**src/rtl/mlaccel_memarb.sv**
```systemverilog
// mlaccel_memarb: single-port memory arbiter for the ML accelerator.
// Three requesters share one 64-bit memory port, with at most one access
// issued per cycle:
//   compute (cmem_*) - highest priority, drives the port directly
//   qmem    (qmem_*) - QPI-side 16-bit reads/writes
//   smem    (smem_*) - sequencer 32-bit fetches (read only)
// When compute is idle or stalled, qmem and smem share the port round-robin.
// The last-grant register resets to smem, so qmem wins the first tie.
// Reads return data one cycle after the grant. A requester with a read in
// flight is not eligible again until that data has been returned.
//
// Optional feature, macro MLACCEL_MEMARB_STARVE_EN:
//   defined   - a starvation counter tracks how long qmem/smem requests have
//               been blocked by compute. After STARVE_LIMIT blocked cycles,
//               cmem_stall is raised for one cycle and the waiting requester
//               is served in that cycle.
//   undefined - cmem_stall is tied low and no counter is built, so compute
//               can starve qmem/smem indefinitely.

module mlaccel_memarb #(
  parameter int unsigned STARVE_LIMIT = 15
) (
  input  logic        clock,
  input  logic        reset,

  input  logic        cmem_ren,
  input  logic [7:0]  cmem_wen,
  input  logic [15:0] cmem_addr,
  input  logic [63:0] cmem_wdata,
  output logic [63:0] cmem_rdata,
  output logic        cmem_stall,

  input  logic        qmem_valid,
  input  logic [1:0]  qmem_wen,
  input  logic [15:0] qmem_addr,
  input  logic [15:0] qmem_wdata,
  output logic        qmem_gnt,
  output logic        qmem_rvalid,
  output logic [15:0] qmem_rdata,

  input  logic        smem_valid,
  input  logic [15:0] smem_addr,
  output logic        smem_ready,
  output logic [31:0] smem_data,

  output logic [15:0] mem_addr,
  output logic [7:0]  mem_wen,
  output logic [63:0] mem_wdata,
  input  logic [63:0] mem_rdata
);

  typedef enum logic {
    LG_QMEM = 1'b0,
    LG_SMEM = 1'b1
  } last_grant_e;

  last_grant_e last_q, last_d;
  logic        q_pend_q, q_pend_d;
  logic        s_pend_q, s_pend_d;

  logic        comp_req;
  logic        comp_win;
  logic        q_elig;
  logic        s_elig;
  logic        gnt_q;
  logic        gnt_s;

  // Limits outside 1..255 are not a legal configuration; nothing is built for them.
  if ((STARVE_LIMIT < 1) || (STARVE_LIMIT > 255)) begin : g_bad_starve_limit
  end

  assign comp_req = cmem_ren | (|cmem_wen);
  assign comp_win = comp_req & ~cmem_stall;
  assign q_elig   = qmem_valid & ~q_pend_q;
  assign s_elig   = smem_valid & ~s_pend_q;

  // Pick the qmem/smem winner; ties go to the side not served most recently.
  always_comb begin
    gnt_q = 1'b0;
    gnt_s = 1'b0;
    if (!comp_win) begin
      if (q_elig && s_elig) begin
        if (last_q == LG_SMEM) begin
          gnt_q = 1'b1;
        end else begin
          gnt_s = 1'b1;
        end
      end else begin
        gnt_q = q_elig;
        gnt_s = s_elig;
      end
    end
  end

  // Memory port mux; with nothing granted the port idles on the compute address.
  always_comb begin
    mem_addr  = cmem_addr;
    mem_wen   = 8'h00;
    mem_wdata = cmem_wdata;
    if (comp_win) begin
      mem_wen = cmem_wen;
    end else if (gnt_q) begin
      mem_addr  = qmem_addr;
      mem_wen   = {6'b0, qmem_wen};
      mem_wdata = {4{qmem_wdata}};
    end else if (gnt_s) begin
      mem_addr = smem_addr;
    end
  end

  // Next-state for the outstanding-read flags and the last-grant record.
  always_comb begin
    q_pend_d = gnt_q & (qmem_wen == 2'b00);
    s_pend_d = gnt_s;
    last_d   = last_q;
    if (gnt_q) begin
      last_d = LG_QMEM;
    end else if (gnt_s) begin
      last_d = LG_SMEM;
    end
  end

  // Arbitration state; reset drops any read in flight so no response follows.
  always_ff @(posedge clock or posedge reset) begin
    if (reset) begin
      q_pend_q <= 1'b0;
      s_pend_q <= 1'b0;
      last_q   <= LG_SMEM;
    end else begin
      q_pend_q <= q_pend_d;
      s_pend_q <= s_pend_d;
      last_q   <= last_d;
    end
  end

  // Pending flags double as the response strobes; data comes straight from memory.
  assign qmem_gnt    = gnt_q;
  assign qmem_rvalid = q_pend_q;
  assign qmem_rdata  = mem_rdata[15:0];
  assign smem_ready  = s_pend_q;
  assign smem_data   = mem_rdata[31:0];
  assign cmem_rdata  = mem_rdata;

`ifdef MLACCEL_MEMARB_STARVE_EN
  localparam logic [7:0] STARVE_LIM = 8'(STARVE_LIMIT);

  logic [7:0] starve_q, starve_d;
  logic       stall_q, stall_d;

  // Count consecutive cycles in which compute holds off a waiting qmem/smem
  // request. The cycle after a read grant also counts when the requester
  // already holds its next request, which keeps the stall period at exactly
  // STARVE_LIMIT+1 cycles under continuous pressure.
  always_comb begin
    starve_d = 8'd0;
    stall_d  = 1'b0;
    if (!stall_q && comp_req && (qmem_valid || smem_valid)) begin
      if ((starve_q + 8'd1) == STARVE_LIM) begin
        stall_d = 1'b1;
      end else begin
        starve_d = starve_q + 8'd1;
      end
    end
  end

  // Starvation counter and the registered one-cycle compute stall.
  always_ff @(posedge clock or posedge reset) begin
    if (reset) begin
      starve_q <= 8'd0;
      stall_q  <= 1'b0;
    end else begin
      starve_q <= starve_d;
      stall_q  <= stall_d;
    end
  end

  assign cmem_stall = stall_q;
`else
  assign cmem_stall = 1'b0;
`endif

endmodule
```
**config.mk**
```make
export PLATFORM = sky130hd
export DESIGN_NAME = mlaccel_memarb
export DESIGN_NICKNAME = d
export VERILOG_FILES = /design/src/rtl/mlaccel_memarb.sv
export SDC_FILE = /design/constraint.sdc
export NUM_CORES = 1
export LEC_CHECK = 0
export BUFFER_PORTS_ARGS = -buffer_cell sky130_fd_sc_hd__buf_2
export CORE_AREA = 4 4 157 159
export CTS_CLUSTER_DIAMETER = 200
export DETAILED_ROUTE_END_ITERATION = 6
export DIE_AREA = 0 0 161 163
export HOLD_SLACK_MARGIN = 0.02
export PLACE_DENSITY_LB_ADDON = 0.08
export SLEW_MARGIN = 5
export SYNTH_ARGS = -nofsm -noshare
export SYNTH_HDL_FRONTEND = slang
export SYNTH_SLANG_ARGS = --single-unit
```
**constraint.sdc**
```tcl
create_clock -name clock -period 1.7 [get_ports clock]
set_input_delay 0.34 -clock clock [delete_from_list [all_inputs] [get_ports clock]]
set_output_delay 0.34 -clock clock [all_outputs]
set_load 0.005 [all_outputs]
```
==> flow_results.org, run 1 <==
** STA
- After routing, the total negative slack on setup checks comes to -31030 ps.
- Across the routed clock network, the largest skew measured is 0.0357 ps.
- Setup violations remaining at the end of the flow were counted as 83.
- On the final layout, the worst hold slack is 311 ps.
- RSZ-0062 raised after global routing :: true
- The smallest clock period supported by the final layout is computed as 2120 ps.
- After layout, the worst path uses 125% of the clock period.
- Final-report max-slew violation count :: 0
- Number of hold-slack violations in the final timing report :: 0
- Derived from the worst setup path, the maximum achievable clock frequency is 471 MHz.
- Post-route setup slack :: -424 ps

** Route
- Number of routed nets with antenna violations :: 0
- The pre-antenna-repair detailed-routing pass consisted of 4 iterations.
- The detailed router finished its first iteration with 57 violations.
- Ratio of routed vias to standard cells :: 3.27
- For this block, the routed nets add up to 9970 um of wire.
- Total vias in the final route :: 2630
- Average wire per standard cell :: 12.4 um
- After detailed routing, the number of remaining DRC violations is 0.

** Yosys
- The largest total area in the synthesized netlist belongs to buf_4.
- Yosys attributes the largest share of cell area to buf_4 (42%), nand2_1 (25%), o22ai_1 (3.4%), buf_6 (2.8%), nor3_1 (2.7%).
- The share of the Yosys chip area taken by registers is 3.75%.
- Synth Net Count :: 555
- Count of mapped cells out of synthesis :: 348
- Synthesis inferred 3 register bits.
- Synth top area share :: 41.6%
- The cell area that synthesis handed to floorplanning was 2040 um2.
- Mean instance size in the synthesized netlist :: 5.85 um2
- Number of synthesis warnings :: 0
- Netlist cell types :: 28

** Finish
- Filler cell count in the final layout :: 2737
- In the final design database the tool counted 693 nets.
- Of the cells placed in the final design, the portion with a size suffix greater than 1 is 69.7%.
- The finished cells cover 3650 um2.
- Measured on the finished design, the core utilization comes to 15.7%.
- Total inserted antenna cells :: 0
- Signed area change from the synthesized netlist to the final layout :: 79.1%

** Clocking
- Count of H-tree levels built during CTS :: 1
- TritonCTS built the clock tree.
- TritonCTS Sinks :: 3
- Clock edge transition at the registers on the reported setup and hold paths :: 30 ps
- The later pin in the worst-skew pair is clocked with a latency of 220 ps.
- Counting the buffers created by CTS gives 3.
- CTS Root Cell :: clkbuf_16
- The clock passes through at most 2 buffers.

** Floorplan
- For this design the top-level I/O count stands at 411.
- Core box area :: 23300 um2
- The die is 161 um wide.
- Vertical die dimension :: 163 um
- Once the floorplan was initialized, standard cells occupied 8.76% of the core.
- The floorplan step defined a die boundary enclosing 26200 um2.
- In this run the core area contains 56 standard-cell rows.

** Placed design
- Once detailed placement completed, the half-perimeter wirelength came to 8500 um.
- Gp weighted congestion :: 0.684
- Summing all placed instances gives a cell area of 2900 um2.
- OpenSTA, run right after detailed placement, puts the worst setup slack at -412 ps.
- In this run the tool buffered the top-level ports with 233 buffer cells.

** Power and ir drop
- Combinational share of power :: 54.9%
- Sequential cell fraction of total power :: 7.7%
- Internal power comes to 697 uW.
- Switching power summed over all nets :: 289 uW
- Of the total power, the clock network draws 37.3%.
- Sw Ratio :: 29.3%
- Largest voltage drop on the vdd net :: 0.156 mV
- For this design the ratio of total power to cell area is 270 nW/um2.
- Leak :: 0.00203 uW

** Setup path
- Along the worst path, the maximum fanout reaches 11.
- Setup crit start kind :: flop
- Type of the worst setup path :: reg -> out
- Traced cell by cell, the critical path runs through buf_4 > nor4b_2 > nand4_1 > buf_6 > o22ai_1 > nor2_1 > buf_2.
- Critical path required time :: 1360 ps
- Data arrival time of the critical path :: 1780 ps
- On the worst path, the slowest cell contributes a delay of 400 ps.
- Worst setup EP type :: output pin
- Slowest cell on the critical path :: dfrtp_1
- Kind of cell with the highest combined delay on the critical path :: simple AND/OR/NAND/NOR gates
- Together, buffers and inverters on the worst path number 3.

** GRT
- The via count of the first global-routing pass was 2728.
- Pin count of the biggest net entering global routing :: 34
- Across every metal layer, demand over resource in global routing totals 6.66%.
- First-pass GRT wire length :: 13900 um
- Congestion Overflow GR :: 0
- Antenna violations before repair :: 2

** Run status
- The final reports fail on setup timing.
- The flow ran to the end, but the final reports show violations.

** Worst hold path
- Hold crit path type :: in -> reg

** Job
- Max-cap violations :: 0
metrics by stage:
| stage | power [uW] | std cells |
|---|---|---|
| final | 987 | 804 |
| after global routing | 1060 | 804 |
| after CTS | 926 | 801 |
| after detailed placement | 520 | 793 |
| after global placement | 528 | 793 |
| after floorplan | 423 | 348 |
worst register-to-register path, stage by stage, from the launching register on:
cell and delay [ps]:
dfrtp_1 400, buf_4 150, nor4b_2 310, and4_4 330
buf_4 120, o21a_1 100
synth_stat cells, drive strengths merged:
cell type,number
nand4,2
nor2,14
dfstp,1
buf,120
a22o,5
nand2,144
and4,1
nor2b,2
o22ai,11
or4,1
o2111ai,3
dfrtp,2
o21a,1
a21o,7
nor3,13
clkbuf,12
nand2b,1
conb,1
nand3b,1
o2111a,1
nor4,1
nor4b,2
inv,2
cells in the final DEF, fill, tap and decap left out, types with 2 or more instances in the layout:
cell type,n
buf_4,22
buf_12,3
buf_6,27
buf_2,208
nand2_2,27
nor2_1,14
o22ai_1,11
nand2_1,87
nor3_2,3
nand4_1,2
nand2_8,9
a21o_1,7
a22o_1,5
nand2_4,21
buf_8,2
clkbuf_16,4
nor3_1,10
dfrtp_1,2
layer usage:
metal | track usage [%] | vias up | wire, um
met4 | 2.33 | 4 | 200
met5 | 0 | - | 23
met3 | 3.11 | 33 | 1310
met1 | 6.14 | 1132 | 3040
met2 | 12.8 | 190 | 5390
li1 | - | 1271 | -
cell type report:
type | instances | area (um2) | share of cell area [%]
Multi-Input combinational cell | 211 | 1420 | 38.9
Tap cell | 319 | 399 | 10.9
Clock buffer | 4 | 78.8 | 2.16
Timing Repair Buffer | 265 | 1660 | 45.6
Inverter | 2 | 12.5 | 0.343
Sequential cell | 3 | 76.3 | 2.09
what timing repair did:
action                     4_1_cts  5_1_grt
resized for setup               44       89
hold endpoints to repair         2        0
setup buffers                    2        2
setup endpoints to repair       83       83
hold buffers                     1        0
pin swaps                        6       17
cloned                           1        1
final timing paths:
path,start,to,slack [ps],cells past startpoint
worst min-delay path,qmem_wen[0],qmem_rvalid$_DFF_PP0_,310,2
worst min register to register,last_q$_DFFE_PP1P_,last_q$_DFFE_PP1P_,700,2
max in group asynchronous,reset,last_q$_DFFE_PP1P_,940,3
worst max register to register,smem_ready$_DFF_PP0_,last_q$_DFFE_PP1P_,240,5
worst max-delay path,smem_ready$_DFF_PP0_,mem_addr[7],-420,7
min in group asynchronous,reset,qmem_rvalid$_DFF_PP0_,550,3
sequential cells by signal (all words and copies together) (netlist names):
signal and cells:
smem_ready 1, qmem_rvalid 1, last_q 1
power by group through the flow:
stage,sequential [uW],clock (uW),combinational [uW]
after floorplan,75.9,0,347
after global placement,77.2,0,451
after detailed placement,76.9,0,443
after CTS,76.5,377,473
final,76.4,368,542
after global routing,76.8,384,598
cells by family after synthesis:
group	count (synthesis)	synth area share [%]
other cells	1	0.184
flops	3	3.75
compound gates	28	10.3
buf+inv	134	47.5
simple gates	182	38.3
Power figures use the tool's default switching activity.
==> inputs of run 2 (changes only) <==
--- a/config.mk
+++ b/config.mk
@@ -6,12 +6,13 @@
 export NUM_CORES = 1
 export LEC_CHECK = 0
 export BUFFER_PORTS_ARGS = -buffer_cell sky130_fd_sc_hd__buf_2
-export CORE_AREA = 4 4 157 159
+export CORE_AREA = 4 4 156 158
 export CTS_CLUSTER_DIAMETER = 200
 export DETAILED_ROUTE_END_ITERATION = 6
-export DIE_AREA = 0 0 161 163
+export DIE_AREA = 0 0 160 162
 export HOLD_SLACK_MARGIN = 0.02
 export PLACE_DENSITY_LB_ADDON = 0.08
+export SKIP_LAST_GASP = 1
 export SLEW_MARGIN = 5
 export SYNTH_ARGS = -nofsm -noshare
 export SYNTH_HDL_FRONTEND = slang
==> constraint.sdc (replaced) <==
create_clock -name clock -period 2.2 [get_ports clock]
set_input_delay 0.44 -clock clock [delete_from_list [all_inputs] [get_ports clock]]
set_output_delay 0.44 -clock clock [all_outputs]
set_load 0.005 [all_outputs]
==> run 2 against run 1 <==
  * The flow now finishes without violations
  * Routed wire length rose by 7.0%
  * Die area fell by 1.2%
  * Final area fell by 10%
  * Global-route usage rose by 0.75 points
  * Power fell by 27%
  * Clock-buffer cell count did not move
  * Critical path depth rose by 1
  * Sequential share of layout area rose by 0.23 points
  * Worst setup slack improved by 430 ps
  * Final cell count fell by 4.2%
  * Critical path type is now in -> out
  * Critical endpoint is now mem_addr[2]
==> flow_results.org, run 2 (same netlist as run 1, synthesis figures left out) <==
** Floorplan
- Chip width :: 160 um (-0.62%)
- The height of the die is 162 um (-0.61%).
- Initial core utilization :: 8.81% (+0.053 points)
- Number of primary I/O pins :: 411 (unchanged)
- Core box area :: 23100 um2 (-0.60%)
- Cell Rows :: 56 (unchanged)
- Area enclosed by the die boundary :: 25900 um2 (-1.2%)

** Setup path
- The worst setup path is captured at an output pin.
- Critical register-to-register path startpoint :: qmem_rvalid$_DFF_PP0_
- Data arrival time of the critical path :: 1750 ps (-30 ps)
- The highest cell delay on the worst timing path is 280 ps (-120 ps).
- The path depth of the worst reg2reg path was 5 (unchanged).
- STA classifies the critical path startpoint as a primary input.
- The signal on the critical path passes through buf_8 > nor4_4 > buf_6 > o2111a_2 > buf_12 > o22ai_4 > nor2_2 > buf_2.
- The setup slack of the most critical reg-to-reg path is 670 ps (+430 ps).
- The slowest stage of the critical path is the nor4_4 cell.
- Beginning of the critical path :: cmem_wen[7]
- Critical path fanouts, max :: 6 (-5)
- Critical path required time :: 1760 ps (+400 ps)
- The setup path with the least slack is of type in -> out.

** Route
- The mean routed wirelength per cell is 13.9 um (+12%).
- The count of routing violations after the opening detailed-route iteration came to 68 (+19%).
- Number of design rule violations left after detail routing :: 0 (unchanged)
- Number of routed nets with antenna violations :: 0 (unchanged)
- Ratio of routed vias to standard cells :: 3.42 (+4.6%)
- Number of optimization iterations in the first detailed-route pass :: 4 (unchanged)
- The routed length on met1 came to 3650 um (+20%).
- Detailed-routed wire length on met2 :: 5630 um (+4.5%)
- Total vias in the final route :: 2634 (+0.15%)
- Total wire length :: 10700 um (+7.0%)
- The met3 routed wirelength was 1150 um (-13%).
- In this run the top signal layer used is met4.

** Clocking
- Total CTS buffers :: 3 (unchanged)
- The sink count of the clock tree came to 3 (unchanged).
- Clock edge transition at the registers on the reported setup and hold paths :: 30 ps (about the same)
- The source-to-sink clock delay at the later pin of the worst-skew pair was 220 ps (about the same).
- The cell sitting at the root of the clock tree is a clkbuf_16.
- TritonCTS built the clock tree.
- Count of H-tree levels built during CTS :: 1 (unchanged)
- Maximum buffer depth of the clock tree :: 2 (unchanged)

** GRT
- The via count of the first global-routing pass is 2788 (+2.2%).
- The maximum number of pins on one net before global-route repair is 36 (+5.9%).
- The first-pass GRT wire length came to 15400 um (+10%).
- The initial antenna violation count is 0 (-2).
- The aggregate global routing overflow is 0 (unchanged).
- The total routing resource utilization after global routing came to 7.41% (+0.75 points).

** STA
- Number of hold-slack violations in the final timing report :: 0 (unchanged)
- The worst-case hold slack came to 83.8 ps (-227 ps).
- Final Critical Period :: 2190 ps
- The total of endpoints with negative setup slack in the final report was 0 (-100%).
- Highest Clock Rate :: 456 MHz
- The worst path uses 99.7% of the clock period.
- The final worst clock skew is 0.0231 ps (-0.0127 ps).
- Setup repair after global routing could not meet its margin everywhere.
- The final max-slew violation count came to 0 (unchanged).

** Finish
- The filler cell count in the final layout is 2702 (-1.3%).
- Combined area of the multi-input logic cells :: 1240 um2 (-13%)
- Total inserted antenna cells :: 0 (unchanged)
- Signed area change from the synthesized netlist to the final layout :: 61.2%
- The fraction of layout instances using a drive strength above 1 came to 64.2% (-5.5 points).
- Final-stage net count :: 688 (-0.72%)
- The footprint of the flip-flops and latches is 76.3 um2 (unchanged).
- Leaving out fill and tap cells, the most frequent cell in the layout is buf_2.
- Leaving out fill and tap cells, the most frequent cells in the layout are buf_2 (229), nand2_1 (127), buf_4 (13).
- The post-route core utilization came to 14.2% (-1.5 points).

** Placed design
- Final HPWL DP :: 9280 um (+9.2%)
- IO Port Bufs :: 233 (unchanged)
- Gp weighted congestion :: 0.725 (+6.1%)

** Power and ir drop
- The leakage power total came to 0.00198 uW (-2.5%).
- The power per standard cell area came to 219 nW/um2 (-19%).
- Largest voltage drop on the vdd net :: 0.184 mV (+18%)
- The overall power is 718 uW (-27%).

** Run status
- The run finished with clean final reports.

** Job
- The number of violations of the max-capacitance limit came to 0 (unchanged).

** Worst hold path
- Hold crit path type :: in -> async
-- run 2: cell count changes in the layout (fill, tap and decap cells not counted), moves of 2 or more --
cell / change
nand2_1: +40
buf_2: +21
nand2_2: -18
buf_6: -16
nand2_4: -13
buf_4: -9
nand2_8: -9
o22ai_1: -9
o22ai_2: +5
o22ai_4: +4
nor2_1: -2
nor2_2: +2
nor3_1: -2
-- run 2: through the flow --
step / cells / setup TNS (ps) / instance area, um2 / setup WS, ps
after floorplan: 348 / 0 / 2040 / 259
after detailed placement: 758 / -2270 / 2800 / -73.4
after global routing: 770 / -5290 / 3280 / -114
after CTS: 769 / -534 / 3080 / -38.4
after global placement: 758 / -1300 / 2800 / -65.7
final: 770 / 0 / 3280 / 6.76
-- run 2: path summary, 6_finish.rpt --
check	endpoint
setup / recovery	mem_addr[2]
hold / removal	smem_ready$_DFF_PP0_
setup reg to reg	qmem_rvalid$_DFF_PP0_
hold reg to reg	last_q$_DFFE_PP1P_
max in group asynchronous	last_q$_DFFE_PP1P_
min in group clock	qmem_rvalid$_DFF_PP0_
-- run 2: final cells by class --
cell class / count / area share (%)
clock buffers: 4 / 2.40
inverters: 2 / 0.305
flip-flops and latches: 3 / 2.32
well taps: 290 / 11.0
multi-input cells: 211 / 37.8
repair buffers: 260 / 46.1
-- run 2: metal layers --
| metal | GRT usage [%] | vias to the layer above |
|---|---|---|
| met1 | 7.12 | 1132 |
| met5 | 0 | - |
| met3 | 2.72 | 27 |
| met2 | 14.7 | 216 |
| li1 | - | 1259 |
| met4 | 2.07 | 0 |
-- run 2: worst max-delay path, delay by kind of cell --
family	cells	cell delay (ps)
AOI/OAI and AO/OA	2	340
buffers and inverters	4	550
and+or+nand+nor	2	410
-- run 2: timing repair --
action                                  CTS  global route
gates cloned                              1             1
endpoints found under the setup margin   78            83
buffers inserted                          6             1
resized for setup                        33            33
pin swaps                                 7            23
hold buffers                              0             0
-- run 2: where the power goes --
part	internal (uW)	switching [uW]
Combinational	210	161
Clock	239	49.0
Sequential	57.3	1.53
